[config.mk]
export PLATFORM = sky130hd
export DESIGN_NAME = exc_commit
export DESIGN_NICKNAME = d
export VERILOG_FILES = /design/src/rtl/exc_commit_pkg.sv /design/src/rtl/exc_prio_enc.sv /design/src/rtl/exc_commit.sv
export SDC_FILE = /design/constraint.sdc
export NUM_CORES = 1
export LEC_CHECK = 0
export BUFFER_PORTS_ARGS = -buffer_cell sky130_fd_sc_hd__buf_2
export CORE_AREA = 2 2 121 123
export DETAILED_ROUTE_END_ITERATION = 8
export DIE_AREA = 0 0 123 125
export HOLD_SLACK_MARGIN = 0.12
export PLACE_DENSITY = 0.7
export SYNTH_ARGS = -nofsm -noshare
export SYNTH_HDL_FRONTEND = slang
export SYNTH_SLANG_ARGS = --single-unit
[constraint.sdc]
create_clock -name clk -period 1.9 [get_ports clk]
set_clock_uncertainty 0.2 [all_clocks]
set_input_delay 0.095 -clock clk [delete_from_list [all_inputs] [get_ports clk]]
set_output_delay 0.095 -clock clk [all_outputs]
set_load 0.005 [all_outputs]
[src/rtl/exc_commit_pkg.sv]
// exc_commit_pkg: exception flag layout (highest priority first), ExcCodes, vectors and the commit FSM state type
package exc_commit_pkg;
  typedef struct packed {
    logic interrupt;
    logic fetch_adel;
    logic fetch_tlb_refill;
    logic fetch_tlb_invalid;
    logic ri;
    logic ov;
    logic syscall;
    logic brk;
    logic eret;
    logic data_adel;
    logic data_ades;
    logic data_tlbl_refill;
    logic data_tlbl_invalid;
    logic data_tlbs_refill;
    logic data_tlbs_invalid;
    logic tlb_mod;
  } ExceptinPipeType;
  localparam int EXC_W = $bits(ExceptinPipeType);
  localparam logic [4:0] EXC_INT  = 5'd0;
  localparam logic [4:0] EXC_MOD  = 5'd1;
  localparam logic [4:0] EXC_TLBL = 5'd2;
  localparam logic [4:0] EXC_TLBS = 5'd3;
  localparam logic [4:0] EXC_ADEL = 5'd4;
  localparam logic [4:0] EXC_ADES = 5'd5;
  localparam logic [4:0] EXC_SYS  = 5'd8;
  localparam logic [4:0] EXC_BP   = 5'd9;
  localparam logic [4:0] EXC_RI   = 5'd10;
  localparam logic [4:0] EXC_OV   = 5'd12;
  localparam logic [31:0] VEC_REFILL  = 32'hBFC0_0200;
  localparam logic [31:0] VEC_GENERAL = 32'hBFC0_0380;
  typedef enum logic {IDLE, REDIRECT} state_t;
  function automatic logic [4:0] exc_code(ExceptinPipeType e);
    return e.interrupt ? EXC_INT :
           (e.fetch_adel | e.data_adel) ? EXC_ADEL :
           (e.fetch_tlb_refill | e.fetch_tlb_invalid | e.data_tlbl_refill | e.data_tlbl_invalid) ? EXC_TLBL :
           e.ri ? EXC_RI :
           e.ov ? EXC_OV :
           e.syscall ? EXC_SYS :
           e.brk ? EXC_BP :
           e.data_ades ? EXC_ADES :
           (e.data_tlbs_refill | e.data_tlbs_invalid) ? EXC_TLBS :
           e.tlb_mod ? EXC_MOD : 5'd0;
  endfunction
endpackage

[src/rtl/exc_prio_enc.sv]
// exc_prio_enc: keeps only the highest-priority (most significant) exception flag and returns its ExcCode; flags in, win/code out
module exc_prio_enc import exc_commit_pkg::*; (
  input  ExceptinPipeType flags,
  output ExceptinPipeType win,
  output logic [4:0]      code
);
  logic [EXC_W-1:0] w;
  always_comb begin
    w = '0;
    for (int i = 0; i < EXC_W; i++) if (flags[i]) w = EXC_W'(1) << i;
  end
  assign win = w;
  assign code = exc_code(win);
endmodule

[src/rtl/exc_commit.sv]
// exc_commit: MEM->WB exception commit with interrupt sync, prioritisation, flush and fetch redirect handshake (clk, active-low sync rst, CP0 in, MEM in, WB/flush/redirect out)
module exc_commit import exc_commit_pkg::*; (
  input  logic            clk,
  input  logic            rst,
  input  logic [5:0]      Interrupt,
  input  logic [31:0]     CP0_Status,
  input  logic [31:0]     CP0_Cause,
  input  logic [31:0]     CP0_EPC,
  input  logic            MEM_Valid,
  input  ExceptinPipeType MEM_ExceptType,
  input  logic [31:0]     MEM_PC,
  input  logic [31:0]     MEM_ALUOut,
  input  logic            MEM_IsInDelaySlot,
  output ExceptinPipeType WB_ExceptType,
  output logic [31:0]     WB_PC,
  output logic [31:0]     WB_ALUOut,
  output logic            WB_IsInDelaySlot,
  output logic [4:0]      WB_ExcCode,
  output logic            Flush_All,
  output logic            Redirect_Valid,
  output logic [31:0]     Redirect_PC,
  input  logic            Redirect_Ready
);
  state_t state, state_d;
  logic [5:0] int_s1, int_s2;
  logic [7:0] ip;
  logic int_pending, take, refill;
  logic [4:0] code;
  logic [31:0] target;
  ExceptinPipeType flags, win;
  logic unused;
  assign unused = ^{CP0_Status[31:16], CP0_Status[7:2], CP0_Cause[31], CP0_Cause[29:10], CP0_Cause[7:0]};
  assign ip = {int_s2[5] | CP0_Cause[30], int_s2[4:0], CP0_Cause[9:8]};
  assign int_pending = |(ip & CP0_Status[15:8]) & CP0_Status[0] & ~CP0_Status[1];
  // the interrupt slot is owned by this block, so the MEM stage's copy is replaced
  always_comb begin
    flags = MEM_ExceptType;
    flags.interrupt = int_pending;
  end
  exc_prio_enc u_enc (.flags(flags), .win(win), .code(code));
  assign take = MEM_Valid && state == IDLE && |flags;
  assign refill = win.fetch_tlb_refill | win.data_tlbl_refill | win.data_tlbs_refill;
  assign target = win.eret ? CP0_EPC : (refill && !CP0_Status[1]) ? VEC_REFILL : VEC_GENERAL;
  always_comb begin
    state_d = state;
    state_d = state == IDLE ? (take ? REDIRECT : IDLE) : (Redirect_Valid && Redirect_Ready ? IDLE : REDIRECT);
  end
  always_ff @(posedge clk) begin
    if (!rst) begin
      state <= IDLE;
      int_s1 <= '0;
      int_s2 <= '0;
      WB_ExceptType <= '0;
      WB_PC <= '0;
      WB_ALUOut <= '0;
      WB_IsInDelaySlot <= 1'b0;
      WB_ExcCode <= '0;
      Flush_All <= 1'b0;
      Redirect_Valid <= 1'b0;
      Redirect_PC <= '0;
    end else begin
      state <= state_d;
      int_s1 <= Interrupt;
      int_s2 <= int_s1;
      WB_ExceptType <= take ? win : '0;
      if (state == IDLE) begin
        WB_PC <= MEM_PC;
        WB_ALUOut <= MEM_ALUOut;
        WB_IsInDelaySlot <= MEM_IsInDelaySlot;
        WB_ExcCode <= take ? code : '0;
      end
      Flush_All <= state_d == REDIRECT;
      Redirect_Valid <= state_d == REDIRECT;
      if (take) Redirect_PC <= target;
    end
  end
endmodule

==> results of run 1 <==
state kept, by name (all words and copies together) (netlist names), 4 cells and up:
name,cells
WB_ExceptType,16
int_s1,6
WB_ExcCode,4
WB_PC,32
int_s2,6
Redirect_PC,32
WB_ALUOut,32
layout make-up:
| type | instances | area, um^2 |
|---|---|---|
| clock buffers | 20 | 467 |
| clock inverters | 12 | 203 |
| fillers | 1101 | 5440 |
| inverters | 1 | 3.75 |
| multi-input cells | 292 | 2290 |
| flip-flops and latches | 130 | 2610 |
| well taps | 184 | 230 |
| repair buffers | 427 | 2970 |
final timing paths:
kind                            from               end  slack, ns  depth (start not counted)
hold / removal    MEM_ExceptType[14]     WB_ExcCode[0]      0.005                          5
hold reg to reg            int_s1[3]         int_s2[3]       0.23                          1
setup / recovery  MEM_ExceptType[13]    Redirect_PC[8]      -0.08                          7
setup reg to reg           int_s2[4]  WB_ExceptType[0]      -0.06                          6
stage by stage:
| step | std cells | hold slack (ns) | TNS (ns) | util |
|---|---|---|---|---|
| 6_report | 1066 | 0.00538 | -1.41 | 0.617 |
| 5_1_grt | 1066 | 0.00379 | -4.65 | 0.617 |
| 2_1_floorplan | 451 | -0.0288 | -0.131 | - |
| 3_3_place_gp | 895 | 0.0669 | -2.72 | 0.465 |
| 4_1_cts | 1064 | -0.226 | -0.389 | 0.612 |
| 3_5_place_dp | 895 | 0.0673 | -3.55 | 0.465 |
per-layer routing:
layer  vias up  GRT usage
met4         0      0.110
met5         -          0
li1       2457          -
met2       205      0.379
met1      2331      0.216
met3        47     0.0502
worst max-delay path, delay by kind of cell:
family,cells,cell delay [ns]
compound gates,3,0.88
buf+inv,2,0.77
simple gates,2,0.33
cells in the final DEF (no fill, tap or decap), types with 3 or more instances in the layout:
cell type	n
a31oi_1	10
nor2b_1	68
nand2_1	12
dfxtp_1	129
dlygate4sd3_1	134
o221a_1	10
o21ai_1	6
clkinv_4	3
bufinv_16	5
mux2i_1	65
nor2_1	17
and2_1	17
a32o_1	11
nor3_2	5
nor4_1	3
and3_1	4
buf_12	4
nand3_1	5
buf_4	35
nand2_2	3
clkbuf_8	3
o21ai_2	8
clkbuf_16	17
buf_2	252
cell usage after synthesis, types with 3 or more instances:
cell type,instances
a31oi_1,10
a32o_1,11
and2_1,17
and3_1,6
buf_1,4
buf_2,3
clkbuf_1,20
dfxtp_1,130
mux2i_1,65
nand2_1,14
nand3_1,6
nor2_1,17
nor2b_1,68
nor3_1,5
nor4_1,3
o21ai_1,15
o221a_1,10
power groups by stage:
stage	registers (mW)	logic [mW]	clock network, mW
after global routing	2.96	1.11	3.85
after CTS	2.94	1.00	3.71
final	2.94	1.03	3.66
after detailed placement	2.99	0.764	0
after floorplan	3.00	0.355	0
after global placement	2.99	0.755	0
cells by family after synthesis:
kind of cell | synth area share
mux | 0.133
simple gates | 0.190
buf+inv | 0.0252
flops | 0.530
compound gates | 0.121
other cells | 0.000764
timing repair:
item | in CTS | in global routing
pin swaps | 18 | 8
resized for setup | 10 | 13
cloned | 1 | 0
endpoints found under the hold margin | 129 | 3
hold buffers | 133 | 1
setup buffers | 3 | 1
endpoints found under the setup margin | 43 | 49
==> flow_summary_export.csv, run 1 <==
group,metric,value,unit
layout,layout-drive-gt1-share,0.405,
pwr,p_leak,4.05,nW
place,hpwl,9630,um
place,place_ws,-0.148,ns
synthesis,synth.avg_cell_area,10.9,um^2
critical_path,cp-start-kind,"primary input",
critical_path,setup.worst_path.end_class,"flip-flop",
floorplan,start_util,0.345,
clocking,cts_tree,"done",
floorplan,die_h,125,um
critical_path,critical_path.cell_chain,"buf_2 > dlygate4sd3_1 > nor3_2 > nand2_2 > o311a_1 > a2111o_1 > o211a_1",
clocking,cts_buffers,17,
run_status,violations,"negative setup slack",
synthesis,synthArstFlopShare,0,
layout,stdcell_area,8770,um^2
critical_path,slowest_stage,"dlygate4sd3_1",
timing,setup_viol,43,
pwr,p_int,5.91,mW
global_routing,grt_max_degree,125,
pwr,finalPower,7.63,mW
synthesis,synth_area,4910,um^2
timing,relSlewSlack,0.556,
floorplan,fp.dieArea,15400,um^2
synthesis,ys.flop_type,"dfxtp_1",
synthesis,yosysTopAreaCell,"dfxtp_1",
critical_path,slowest_delay,0.63,ns
clocking,clkLatencyLatePin,0.41,ns
pwr,switching_share,0.225,
pwr,p_per_area,870,nW/um^2
pwr,power_frac_comb,0.135,
synthesis,synth_cell_types,53,
detailed_routing,first_pass_iters,4,
detailed_routing,routedWlPerCell,15.4,um
timing,finalHoldViolCount,0,
detailed_routing,wl_met3,1010,um
layout,syn2layout_area_growth,78.7,%
timing,timing.fmax,0.506,GHz
floorplan,core_area,14200,um^2
critical_path,worstPathArrival,2.08,ns
detailed_routing,routed.top_layer,"met4",
place,io_buffers,253,
global_routing,antenna_found_initial,0,
timing,postLayoutSetupSlackWorst,-0.0778,ns
global_routing,grt_first_pass_wirelength,25000,um
detailed_routing,wl_met2,8450,um
job,max_cap_violations,0,
pwr,max-vdd-ir-drop,0.000615,V
synthesis,yosys_warnings,0,
clocking,htreeDepth,4,
timing,layout_worst_path_cycle_share,1.04,
run_status,status,"complete, but fails checks",
pwr,p_clk_frac,0.480,
synthesis,synth_area_leaders,"dfxtp_1, mux2i_1, nor2b_1, o221a_1, a32o_1",
detailed_routing,drtIter0Drc,218,
detailed_routing,via_count,5040,
synthesis,netlist_instances,451,
clocking,clock_path_buffers,2,
critical_path,cp_data_required_time,2.00,ns
floorplan,num_io_pins,307,
layout,n_antenna_cell,0,
detailed_routing,drc,0,
synthesis,synth_edf_count,0,
critical_path,critPathKind,"in -> reg",
timing,timing_worst_slew_pin_value,0.667,ns
clocking,clock_sinks,130,
pwr,switchingPower,1.72,mW
detailed_routing,wl_met1,6320,um
floorplan,die_x,123,um
place,place_area,6610,um^2
timing,slew_violations,0,
global_routing,grt.overflow.total,0,
detailed_routing,ant_nets,0,
timing,min_period,1.98,ns
floorplan,row_count,44,
clocking,clk_pin_slew,0.06,ns
timing,rsz0062_at_grt,"true",
worst_hold_path,min_path_type,"in -> reg",
critical_path,path_max_fanout,5,
global_routing,globalRouteTotalUtil,0.208,
place,globalplace.congestion,0.800,
clocking,cts_root_buf,"clkbuf_16",
synthesis,ys_seq_elements,130,
pwr,seqPwrFrac,0.385,
synthesis,synthesis.nets,638,
layout,nets,1056,
global_routing,first_global_vias,5200,
detailed_routing,wl,16400,um
synthesis,seq_area_frac_synth,0.530,
detailed_routing,vias_per_cell,4.73,
synthesis,synth_top_area_share,0.530,
No activity file was read; power rests on OpenSTA's default activity.
==> run 2: changes to the inputs <==
==> config.mk (replaced) <==
export PLATFORM = sky130hd
export DESIGN_NAME = exc_commit
export DESIGN_NICKNAME = d
export VERILOG_FILES = /design/src/rtl/exc_commit_pkg.sv /design/src/rtl/exc_prio_enc.sv /design/src/rtl/exc_commit.sv
export SDC_FILE = /design/constraint.sdc
export NUM_CORES = 1
export LEC_CHECK = 0
export ABC_AREA = 1
export CORE_AREA = 2 2 118 120
export DETAILED_ROUTE_END_ITERATION = 8
export DIE_AREA = 0 0 120 122
export DONT_BUFFER_PORTS = 1
export HOLD_SLACK_MARGIN = 0.12
export PLACE_DENSITY = 0.51
export SYNTH_ARGS = -nofsm -noshare
export SYNTH_HDL_FRONTEND = slang
export SYNTH_SLANG_ARGS = --single-unit
==> run 2 against run 1 <==
Compared with the run above: the flow finishes with violations (negative hold slack, negative setup slack); first-iteration DRC count grew 11%; design area shrank 17%; sequential share of layout area grew 6.1 points; routed wire length shrank 5.8%; fmax grew 3.4%; die area shrank 4.8%; via count shrank 6.3%; area after synthesis shrank 3.0%; sequential power grew 3%; setup slack gained 0.065 ns; critical endpoint is now Redirect_PC[19].
==> flow_summary_export.csv, run 2 <==
group,metric,value,unit
timing,finalHoldViolCount,40,
critical_path,r2r-start,"int_s2[1]",
clocking,htreeDepth,4,
global_routing,globalRouteTotalUtil,0.202,
clocking,cts_tree,"done",
pwr,seqPwrFrac,0.424,
critical_path,slowest_delay,0.55,ns
synthesis,yosys_warnings,0,
layout,n_fill_cell,1188,
floorplan,num_io_pins,307,
detailed_routing,drc,0,
clocking,cts_buffers,17,
synthesis,synth_area,4760,um^2
critical_path,slowest_stage,"dlygate4sd3_1",
synthesis,yosysMostFrequentCell,"nor2_1",
floorplan,core_area,13500,um^2
synthesis,synth_cell_types,25,
critical_path,critPathKind,"in -> reg",
place,dp.cells,779,
clocking,clock_sinks,130,
critical_path,path_max_fanout,9,
timing,final.setup.tns,-0.0125,ns
critical_path,worstPathArrival,2.04,ns
global_routing,grt_max_degree,102,
layout,final_cells,960,
timing,setup_viol,1,
worst_hold_path,hold_start,"MEM_ExceptType[12]",
synthesis,netlist_top_cells_count,"nor2_1, dfxtp_1, nand2_1",
timing,timing.fmax,0.523,GHz
detailed_routing,ant_nets,0,
global_routing,grt.overflow.total,0,
synthesis,netlist_instances,624,
pwr,p_per_area,978,nW/um^2
timing,slew_violations,0,
layout,layout-drive-gt1-share,0.119,
layout,layout_common_cells,"nor2_1, dlygate4sd3_1, dfxtp_1",
clocking,clk_pin_slew,0.06,ns
critical_path,startpoint,"MEM_ExceptType[10]",
pwr,switchingPower,1.60,mW
timing,rsz0062_at_grt,"true",
pwr,power_frac_comb,0.105,
layout,largest_registers,"Redirect_PC: 32 flops, WB_ALUOut: 32 flops, WB_PC: 32 flops",
global_routing,antenna_found_initial,0,
clocking,clock_path_buffers,2,
layout,syn2layout_area_growth,53.0,%
detailed_routing,routedWlPerCell,16.1,um
timing,postLayoutSetupSlackWorst,-0.0125,ns
detailed_routing,vias_per_cell,4.92,
synthesis,seq_area_frac_synth,0.547,
detailed_routing,wl,15400,um
synthesis,yosysTopAreaCell,"dfxtp_1",
synthesis,ys_seq_elements,130,
job,max_cap_violations,0,
critical_path,setup.worst_path.end_class,"flip-flop",
timing,min_period,1.91,ns
global_routing,grt_first_pass_wirelength,23100,um
layout,nets,958,
floorplan,row_count,43,
critical_path,critical_path.cell_chain,"dlygate4sd3_1 > inv_2 > nand3_4 > nor3_4 > nand4_1 > nand2_4 > buf_12 > buf_12 > nand2_1 > a21oi_1",
place,io_buffers,0,
layout,n_antenna_cell,0,
floorplan,die_h,122,um
detailed_routing,first_pass_iters,4,
synthesis,synthArstFlopShare,0,
detailed_routing,via_count,4723,
detailed_routing,drtIter0Drc,241,
floorplan,fp.dieArea,14600,um^2
run_status,violations,"negative hold slack, negative setup slack",
worst_hold_path,min_path_type,"in -> reg",
critical_path,cp-start-kind,"primary input",
floorplan,die_x,120,um
timing,layout_worst_path_cycle_share,1.01,
clocking,cts_root_buf,"clkbuf_16",
clocking,clkLatencyLatePin,0.41,ns
synthesis,synth_top_area_share,0.547,
place,hpwl,8740,um
synthesis,ys.flop_type,"dfxtp_1",
floorplan,start_util,0.352,
critical_path,path_common_cell,"buf_12",
critical_path,cp_data_required_time,2.03,ns
synthesis,synthesis.nets,811,
pwr,p_clk_frac,0.471,
pwr,p_leak,3.22,nW
synthesis,synth.avg_cell_area,7.63,um^2
synthesis,synth_area_leaders,"dfxtp_1, nor2_1, o21ai_0, nand2_1, nand3_1",
pwr,switching_share,0.224,
place,globalplace.congestion,0.888,
pwr,max-vdd-ir-drop,0.000531,V
run_status,status,"complete, but fails checks",
global_routing,first_global_vias,4670,
synthesis,synth_edf_count,0,
pwr,p_int,5.52,mW
layout,layout_commonest_cell,"nor2_1",
timing,fin_hold_ws,-0.279,ns
-- run 2: cell count changes in the layout (fill, tap and decap cells not counted), sizes merged, moves of 11 or more --
cell	change
mux2i	-65
nand3	+28
a21oi	+11
buf	-270
o21ai	+64
nor2	+160
a32o	-11
and2	-17
nand2	+61
inv	+35
nor2b	-68
-- run 2: layout make-up --
class / count / area, um^2 / area share
clock inverters: 6 / 130 / 0.0179
repair buffers: 167 / 1740 / 0.239
clock buffers: 22 / 474 / 0.0652
multi-input cells: 417 / 1950 / 0.268
flip-flops and latches: 130 / 2610 / 0.358
well taps: 180 / 225 / 0.0309
inverters: 38 / 156 / 0.0215
-- run 2: critical path: cells and delay by family --
| kind | cells | cell delay (ns) |
|---|---|---|
| AND/OR/NAND/NOR | 5 | 0.86 |
| buffers and inverters | 4 | 0.91 |
| AO/OA/AOI/OAI | 1 | 0.17 |
-- run 2: cell families (layout without fill, tap and decap cells) --
family,Yosys count,count (layout),share of synthesized area
other,1,1,0.000788
buffers and inverters,77,233,0.0697
DFF,130,130,0.547
AOI/OAI and AO/OA,94,94,0.0989
and+or+nand+nor,322,322,0.284
-- run 2: per-stage QoR --
stage	util	total power [mW]	worst slack, ns	area (um^2)
after global routing	0.539	7.41	-0.0801	7280
final	0.539	7.12	-0.0125	7280
after floorplan	-	3.36	0.186	4760
after detailed placement	0.367	3.47	-0.00346	4950
after CTS	0.521	7.15	0.00425	7030
after global placement	0.367	3.45	0.0459	4950
-- run 2: what timing repair did --
item | in CTS | in global routing
cloned | 0 | 1
hold buffers | 145 | 2
setup endpoints to repair | 15 | 55
pin swaps | 0 | 24
buffers inserted | 0 | 8
hold endpoints to repair | 130 | 48
gates resized for setup | 1 | 48
-- run 2: path summary, 6_finish.rpt --
| check | cells after the start | endpoint | slack, ns |
|---|---|---|---|
| min | 3 | WB_ExceptType[11] | -0.28 |
| min reg2reg | 2 | int_s2[2] | 0.21 |
| max | 10 | Redirect_PC[19] | -0.01 |
| max reg2reg | 11 | Redirect_PC[19] | 0.05 |
-- run 2: power groups by stage --
stage	clock [mW]	combinational [mW]	sequential [mW]
after floorplan	0	0.327	3.04
after global placement	0	0.382	3.07
after detailed placement	0	0.397	3.08
after CTS	3.45	0.680	3.02
after global routing	3.55	0.823	3.04
final	3.35	0.746	3.02
-- run 2: layer usage --
metal	global-route usage	vias to the layer above	wire, um
met5	0	-	0
met4	0.0897	0	382
met3	0.0763	30	1360
met2	0.359	221	7760
met1	0.212	2186	5930
li1	-	2286	-
